===== config.mk =====
export PLATFORM = sky130hd
export DESIGN_NAME = mac_accumulator
export DESIGN_NICKNAME = d
export VERILOG_FILES = /design/src/rtl/fixed_point_pkg.sv /design/src/rtl/fxp_multiplier.sv /design/src/rtl/mac_accumulator.sv
export SDC_FILE = /design/constraint.sdc
export NUM_CORES = 1
export LEC_CHECK = 0
export BUFFER_PORTS_ARGS = -buffer_cell sky130_fd_sc_hd__buf_4
export CELL_PAD_IN_SITES_DETAIL_PLACEMENT = 0
export CELL_PAD_IN_SITES_GLOBAL_PLACEMENT = 1
export CORE_ASPECT_RATIO = 1.2
export CORE_MARGIN = 2
export CORE_UTILIZATION = 45
export DETAILED_ROUTE_END_ITERATION = 7
export GPL_TIMING_DRIVEN = 0
export HOLD_SLACK_MARGIN = 0.1
export PLACE_DENSITY_LB_ADDON = 0.3
export SETUP_SLACK_MARGIN = 0.4
export SLEW_MARGIN = 0
export SYNTH_ARGS = -nofsm -noshare
export SYNTH_HDL_FRONTEND = slang
export SYNTH_SLANG_ARGS = --single-unit
export TNS_END_PERCENT = 10

===== constraint.sdc =====
create_clock -name clk -period 6.6 [get_ports clk]
set_input_delay 0 -clock clk [delete_from_list [all_inputs] [get_ports clk]]
set_output_delay 0 -clock clk [all_outputs]
set_load 0.01 [all_outputs]

===== src/rtl/fixed_point_pkg.sv =====
// Shared fixed-point widths, accumulator width helper and datapath typedefs
// used by the MAC engine and the rounding stage.
package fixed_point_pkg;

  localparam int unsigned IL_DEF = 4;
  localparam int unsigned FL_DEF = 16;

  // Accumulator width: full product plus 4 guard bits.
  function automatic int unsigned acc_w(input int unsigned il, input int unsigned fl);
    return 4 + 2 * (il + fl);
  endfunction

  localparam int unsigned OPERAND_W = IL_DEF + FL_DEF;
  localparam int unsigned PRODUCT_W = 2 * OPERAND_W;
  localparam int unsigned ACC_W     = acc_w(IL_DEF, FL_DEF);

  typedef logic signed [OPERAND_W-1:0] operand_t;
  typedef logic signed [PRODUCT_W-1:0] product_t;
  typedef logic signed [ACC_W-1:0]     acc_t;

endpackage


===== src/rtl/fxp_multiplier.sv =====
// Registered signed IL.FL x IL.FL multiplier (S1) with hold enable; the
// product keeps all 2*FL fraction bits.
module fxp_multiplier
  import fixed_point_pkg::*;
#(
  parameter int unsigned OP_W = OPERAND_W
) (
  input  logic              clk,
  input  logic              reset,
  input  logic              en,
  input  logic              load,
  input  logic [OP_W-1:0]   a,
  input  logic [OP_W-1:0]   b,
  input  logic              last,
  output logic [2*OP_W-1:0] p_q,
  output logic              p_valid,
  output logic              p_last
);

  localparam int unsigned PROD_W = 2 * OP_W;

  logic signed [PROD_W-1:0] a_ext;
  logic signed [PROD_W-1:0] b_ext;
  logic signed [PROD_W-1:0] prod;

  // Operands sign-extended to product width so the multiply is exact.
  assign a_ext = PROD_W'($signed(a));
  assign b_ext = PROD_W'($signed(b));
  assign prod  = a_ext * b_ext;

  always_ff @(posedge clk) begin
    if (reset) begin
      p_q     <= '0;
      p_valid <= 1'b0;
      p_last  <= 1'b0;
    end else if (en) begin
      p_valid <= load;
      p_last  <= load & last;
      if (load) p_q <= prod;
    end
  end

endmodule


===== src/rtl/mac_accumulator.sv =====
// Signed fixed-point multiply-accumulate engine emitting one wide sum per
// in_last-terminated vector. Define ACC_SAT_EN for saturating accumulation.
module mac_accumulator
  import fixed_point_pkg::*;
#(
  parameter int unsigned IL      = IL_DEF,
  parameter int unsigned FL      = FL_DEF,
  parameter int unsigned MAX_LEN = 16
) (
  input  logic                           clk,
  input  logic                           reset,
  input  logic                           in_valid,
  output logic                           in_ready,
  input  logic [IL+FL-1:0]               a,
  input  logic [IL+FL-1:0]               b,
  input  logic                           in_last,
  output logic                           out_valid,
  input  logic                           out_ready,
  output logic [acc_w(IL, FL)-1:0]       acc,
  output logic [$clog2(MAX_LEN+2)-1:0]   out_count,
  output logic                           len_err,
  output logic                           sat
);

  localparam int unsigned OP_W   = IL + FL;
  localparam int unsigned PROD_W = 2 * OP_W;
  localparam int unsigned SUM_W  = acc_w(IL, FL);
  localparam int unsigned CNT_W  = $clog2(MAX_LEN + 2);

  logic              stall;
  logic              step;
  logic [PROD_W-1:0] p_q;
  logic              p_valid;
  logic              p_last;
  logic [SUM_W-1:0]  sum_q;
  logic [SUM_W-1:0]  prod_ext;
  logic [SUM_W-1:0]  acc_next;
  logic [CNT_W-1:0]  cnt_q;
  logic [CNT_W-1:0]  cnt_next;
  logic              err_q;
  logic              err_next;

  assign stall = out_valid & ~out_ready;
  assign in_ready = ~stall;
  assign step = p_valid & ~stall;

  fxp_multiplier #(.OP_W(OP_W)) u_mul (
    .clk     (clk),
    .reset   (reset),
    .en      (~stall),
    .load    (in_valid & in_ready),
    .a       (a),
    .b       (b),
    .last    (in_last),
    .p_q     (p_q),
    .p_valid (p_valid),
    .p_last  (p_last)
  );

  assign prod_ext = {{(SUM_W-PROD_W){p_q[PROD_W-1]}}, p_q};
  assign cnt_next = (cnt_q == CNT_W'(MAX_LEN + 1)) ? cnt_q : cnt_q + CNT_W'(1);
  assign err_next = err_q | (cnt_next > CNT_W'(MAX_LEN));

`ifdef ACC_SAT_EN
  logic [SUM_W:0] wide;
  logic           clamp;
  logic           sat_q;
  logic           sat_next;

  // One extra bit exposes signed overflow; clamp to the nearest bound.
  always_comb begin
    wide     = {sum_q[SUM_W-1], sum_q} + {prod_ext[SUM_W-1], prod_ext};
    clamp    = wide[SUM_W] ^ wide[SUM_W-1];
    acc_next = wide[SUM_W-1:0];
    if (clamp) acc_next = wide[SUM_W] ? {1'b1, {(SUM_W-1){1'b0}}}
                                      : {1'b0, {(SUM_W-1){1'b1}}};
    sat_next = sat_q | clamp;
  end
`else
  assign acc_next = sum_q + prod_ext;
  assign sat      = 1'b0;
`endif

  // S2 running state; cleared after the last term so vectors never mix.
  always_ff @(posedge clk) begin
    if (reset || (step && p_last)) begin
      sum_q <= '0;
      cnt_q <= '0;
      err_q <= 1'b0;
`ifdef ACC_SAT_EN
      sat_q <= 1'b0;
`endif
    end else if (step) begin
      sum_q <= acc_next;
      cnt_q <= cnt_next;
      err_q <= err_next;
`ifdef ACC_SAT_EN
      sat_q <= sat_next;
`endif
    end
  end

  // Result register: a new load wins over a simultaneous drain.
  always_ff @(posedge clk) begin
    if (reset) begin
      out_valid <= 1'b0;
      acc       <= '0;
      out_count <= '0;
      len_err   <= 1'b0;
`ifdef ACC_SAT_EN
      sat       <= 1'b0;
`endif
    end else if (step && p_last) begin
      out_valid <= 1'b1;
      acc       <= acc_next;
      out_count <= cnt_next;
      len_err   <= err_next;
`ifdef ACC_SAT_EN
      sat       <= sat_next;
`endif
    end else if (out_ready) begin
      out_valid <= 1'b0;
    end
  end

endmodule


# --- Word-level counts from Yosys, hierarchy flattened ---
# Index checks and enable logic that the tools add are counted.
totals:
  regBits: 143
  inputBits: 45
  out_inout_bits: 53
  wordCells: 29
classes:
  addsub: 2
  mul: 1
  n_lt_le_gt_ge: 1
  n_eq_ne: 1
  n_mux: 3
  bitwise_logic: 7
  reduce_logical: 4
ops:
  columns: ["op", "count"]
  rows:
  - ["$add A44 B44 Y44", 1]
  - ["$mul A20 B20 Y40", 1]
  - ["$add A5 B1 Y5 const B", 1]
  - ["$eq A5 B5 Y1 const B", 1]
  - ["$gt A5 B5 Y1 const B", 1]
  - ["$mux W5", 1]
  - ["$and A1 B1 Y1", 4]
  - ["$mux W1", 2]
  - ["$not A1 Y1", 2]
  - ["$reduce_and A2 Y1", 1]
  - ["$reduce_bool A2 Y1", 1]
  - ["$logic_and A1 B1 Y1", 1]
  - ["$logic_or A1 B1 Y1", 1]
  - ["$or A1 B1 Y1", 1]

# --- Logic depth before layout (Yosys ltp) ---
depth:
  word_depth: 6
  ltp_mapped: 26
  depth_no_buf: 25

# --- Modules after synthesis ---
# Synthesis repeated with hierarchy kept, for this count alone.
unflattened:
  hier_cells: 2601
  area_unflattened_um2: 22695.5
by_module_without_submodules:
  columns: ["mod", "n_inst", "cells_each", "area_each_um2", "seq_area_each_um2"]
  rows:
  - ["fxp_multiplier", 1, 1838, 16691.0, 840.8]
  - ["mac_accumulator", 1, 763, 6004.5, 2021.9]

# --- Least setup slack after synthesis ---
# Ideal clock, no wire load.
synth_timing:
  path_type: "input to register"
  from: "input port a[19]"
  to: "register u_mul.p_q[39]"
  setup_ps: 95
  arrival_time_ps: 6241
  t_required_ps: 6505
  slack_ps: 263
  path_stages: 24
  n_path_buf: 1
  cell_sequence: "clkbuf_1 > nand2_1 > fa_1 > fa_1 > inv_1 > fa_1 > inv_1 > fa_1 > inv_1 > fa_1 > fa_1 > inv_1 > fa_1 > inv_1 > ha_1 > a21o_1 > a21oi_1 > o21ai_0 > a21o_1 > a21oi_1 > o32a_1 > a21oi_1 > mux2i_1 > a221oi_1"
synth_via:
  elab_chain_len: 1
synth_lines:
  columns: ["item", "line_no", "source"]
  rows:
  - ["from (decl)", "mac_accumulator.sv:14", "input logic [IL+FL-1:0] a,"]
  - ["$mul A20 B20 Y40", "fxp_multiplier.sv:29", "assign prod = a_ext * b_ext;"]
  - ["to (signal assigned)", "fxp_multiplier.sv:39", "if (load) p_q <= prod;"]
  - ["to (decl)", "fxp_multiplier.sv:15", "output logic [2*OP_W-1:0] p_q,"]
# No other way between the ends.
# A chain may end at the register's enable or synchronous reset.

# --- Final worst setup path ---
layout_timing:
  from: "input port a[13]"
  to: "register u_mul.p_q[39]"
# The elaborated chain is that of the path after synthesis.

==> metrics.md <==
| Metric | Value |
|---|---|
| FF+latch count, synth | `between 100 and 150` |
| Clock slew at reported path FFs | `60 ps` |
| Number of global-route vias before repair | `19080` |
| Worst path most repeated cell | `fa_1` |
| CTS buffer count | `17` |
| FILL cells | `about 4800` |
| Critical Path RT | `just under 7000 ps` |
| Initial Util | `0.4533` |
| # setup viols final | `0` |
| Final Hold Vio Count | `0` |
| Detail Route Antenna Nets | `0` |
| Wl on met1 | `~28000 um` |
| Max clock buf depth | `2` |
| Fin crit share | `0.9199` |
| Port Buffers | `56` |
| Number of synthesized flops with an enable pin | `0` |
| Mapped cell area | `roughly 0.023 sq mm` |
| Hold Path Stages | `4` |
| Wire length on met2 | `between 30000 and 40000 um` |
| Maxcap violations | `0` |
| Register area | `roughly 0.0029 sq mm` |
| Final GP Congestion | `roughly 0.96` |
| Top routing layer in use | `met4` |
| Initial antenna violation count | `0` |
| Placed Area | `approximately 0.024 sq mm` |
| Ant diodes | `0` |
| Critical path startpoint category | `input pin` |
| R2r worst-path depth | `12` |
| Layout Nets | `~3300` |
| First-pass GRT wire length | `about 110000 um` |
| Setup CP Type | `input pin to register` |
| Io pins | `98` |
| Fmax | `roughly 160 MHz` |
| Distinct cell type count of the synthesized netlist | `between 70 and 80` |
| Cells after Synth | `between 2000 and 3000` |
| Post-route DRC | `0` |
| Synthesis warning total | `0` |
| CP cell instances | `buf_2 -> nand2_1 -> fa_1 -> inv_1 -> fa_1 -> inv_1 -> fa_1 -> inv_1 -> fa_1 -> fa_1 -> fa_1 -> inv_1 -> fa_1 -> inv_1 -> ha_4 -> o21ai_0 -> a21oi_1 -> a31oi_2 -> a211oi_4 -> a21boi_4 -> o32a_1 -> a21oi_2 -> mux2i_1 -> a221oi_1` |
| CP max stage delay | `570 ps` |
| Share of post-route cells with drive strength above 1 | `0.08208` |
| Iteration-0 DRC Markers | `between 800 and 900` |
| Area growth syn-to-layout | `10.27%` |
| Fin Hold WS | `about 170 ps` |
| Slew margin rel. | `0.3295` |
| Post-route cell area | `about 0.025 sq mm` |
| Drt pass-1 iters | `5` |
| Syn Nets | `about 3200` |
| Max-slew violations | `0` |
| HPWL Detailed | `56190 um` |
| Die height | `249.8 um` |
| Root Buffer | `clkbuf_16` |
| Area of the multi-input gates | `0.01777 sq mm` |
| HP Class | `input pin to register` |
| FFs w/ async S/R, synth | `0` |
| DR vias/cell | `around 5.3` |
| Prevailing post-synth register cell | `dfxtp_1` |
| Clk_lat worst skew | `around 440 ps` |
| Layout Skew | `about 12 ps` |
| Final worst slack | `528.6 ps` |
| Commonest non-fill, non-tap cell in the layout | `inv_1` |
| Die W | `roughly 210 um` |
| Seq/Total Area, Yosys | `0.1263` |
| Final min period | `between 6000 and 7000 ps` |
| Worst Path Arrival | `~6300 ps` |
| Num rows | `90` |
| DR WL met3 | `between 2000 and 2500 um` |
| Slowest library cell on the worst path | `fa_1` |
| Critical Path Fanout Max | `10` |
| Drt total wl | `around 66000 um` |
| GRT Util Overall | `0.2610` |
| Largest net degree at the start of global routing | `17` |
| Most frequent cells in the layout | `inv_1 (444), fa_1 (415), nand2_1 (382), and2_1 (223), a21oi_1 (174)` |
| Routed length per placed instance | `between 15 and 20 um` |
| CP Capture Type | `register` |
| RSZ-0062 raised after global routing | `true` |
| CTS tree | `yes` |
| Core area | `about 0.05 sq mm` |
| Pre-CTS setup slack | `-747.9 ps` |
| Overflow after GRT | `0` |
| Worst-Margin Slew | `approximately 1000 ps` |
| # clock sinks | `roughly 140` |
| Outcome | `finished clean` |
| Vias post-DR | `about 18000` |
| Htree depth | `4` |
| Die area | `between 0.05 and 0.06 sq mm` |
| Syn_area_per_cell | `around 8.6 sq um` |
## registers in the layout, indices dropped and copies added (netlist names)
| register | cells |
|---|---|
| len_err | 1 |
| u_mul.p_valid | 1 |
| err_q | 1 |
| acc | 44 |
| u_mul.p_last | 1 |
| u_mul.p_q | 40 |
| cnt_q | 5 |
| out_count | 5 |
| sum_q | 44 |
| out_valid | 1 |
## layout make-up
type | count | share of cell area
plain buffers | 143 | 0.02759
well taps | 644 | 0.03224
flip-flops and latches | 143 | 0.1145
clock inverters | 10 | 0.006408
clock buffers | 21 | 0.01882
repair buffers | 71 | 0.02183
multi-input cells | 1893 | 0.7111
inverters | 448 | 0.06749
## per-layer routing
| metal | up-vias | GRT usage |
|---|---|---|
| li1 | 8381 | - |
| met2 | 414 | 0.4810 |
| met1 | 8845 | 0.3179 |
| met3 | 106 | 0.02592 |
| met4 | 0 | 0.08653 |
| met5 | - | 0 |
## synthesized netlist by cell type, types with 8 or more instances
master,number,share of area
inv_1,446,0.074
fa_1,421,0.37
nand2_1,385,0.064
and2_1,228,0.063
a21oi_1,181,0.040
ha_1,152,0.084
dfxtp_1,143,0.13
clkbuf_1,131,0.022
nor2_1,75,0.012
nand3_1,59,0.013
o21ai_0,59,0.013
xnor2_1,53,0.020
a21o_1,46,0.015
nand4_1,24,0.0066
xor2_1,24,0.0093
a211oi_1,19,0.0063
nor3_1,16,0.0035
a31oi_1,15,0.0041
and3_1,10,0.0028
buf_1,10,0.0017
nand2b_1,9,0.0025
o21bai_1,9,0.0030
or3_1,9,0.0025
o211ai_1,8,0.0027
o21a_1,8,0.0027
## cells by family (layout without fill, tap and decap cells)
kind of cell               after synthesis  in the layout  synth area share
xor gates and xnor gates                78             78           0.03075
muxes                                    3              3          0.001380
DFF                                    143            143            0.1263
other                                    1              1         0.0001655
and+or+nand+nor                        839            839            0.1780
adders and majority gates              573            573            0.4558
buffers and inverters                  591            693           0.09838
AOI/OAI and AO/OA                      399            399            0.1091
## critical path, delay by kind of cell
family / cells / cell delay, ps
fa+ha+maj: 8 / 3900
compound gates: 8 / 1530
buf+inv: 6 / 580
mux: 1 / 210
simple gates: 1 / 120
## timing repair
item	CTS	global route
buffers inserted	1	9
hold endpoints to repair	4	0
setup endpoints to repair	18	15
gates resized for setup	77	103
hold buffers	5	0
pin swaps	4	19
## final timing paths
kind	from	slack, ps	endpoint
worst min register to register	acc[17]	450	acc[17]
worst min-delay path	in_valid	170	u_mul.p_q[38]
worst max-delay path	a[13]	530	u_mul.p_q[39]
worst max register to register	u_mul.p_q[0]	2790	sum_q[42]
## stage by stage
stage,TNS (ps),cells,utilization
after floorplan,0,2627,-
after global placement,-5672,3327,0.4780
after detailed placement,-6651,3327,0.4780
after CTS,0,3364,0.4944
after global routing,0,3373,0.4999
final,0,3373,0.4999
Power is not shown: default switching activity piles up to over one toggle a cycle in this logic, so the estimate is an artifact.
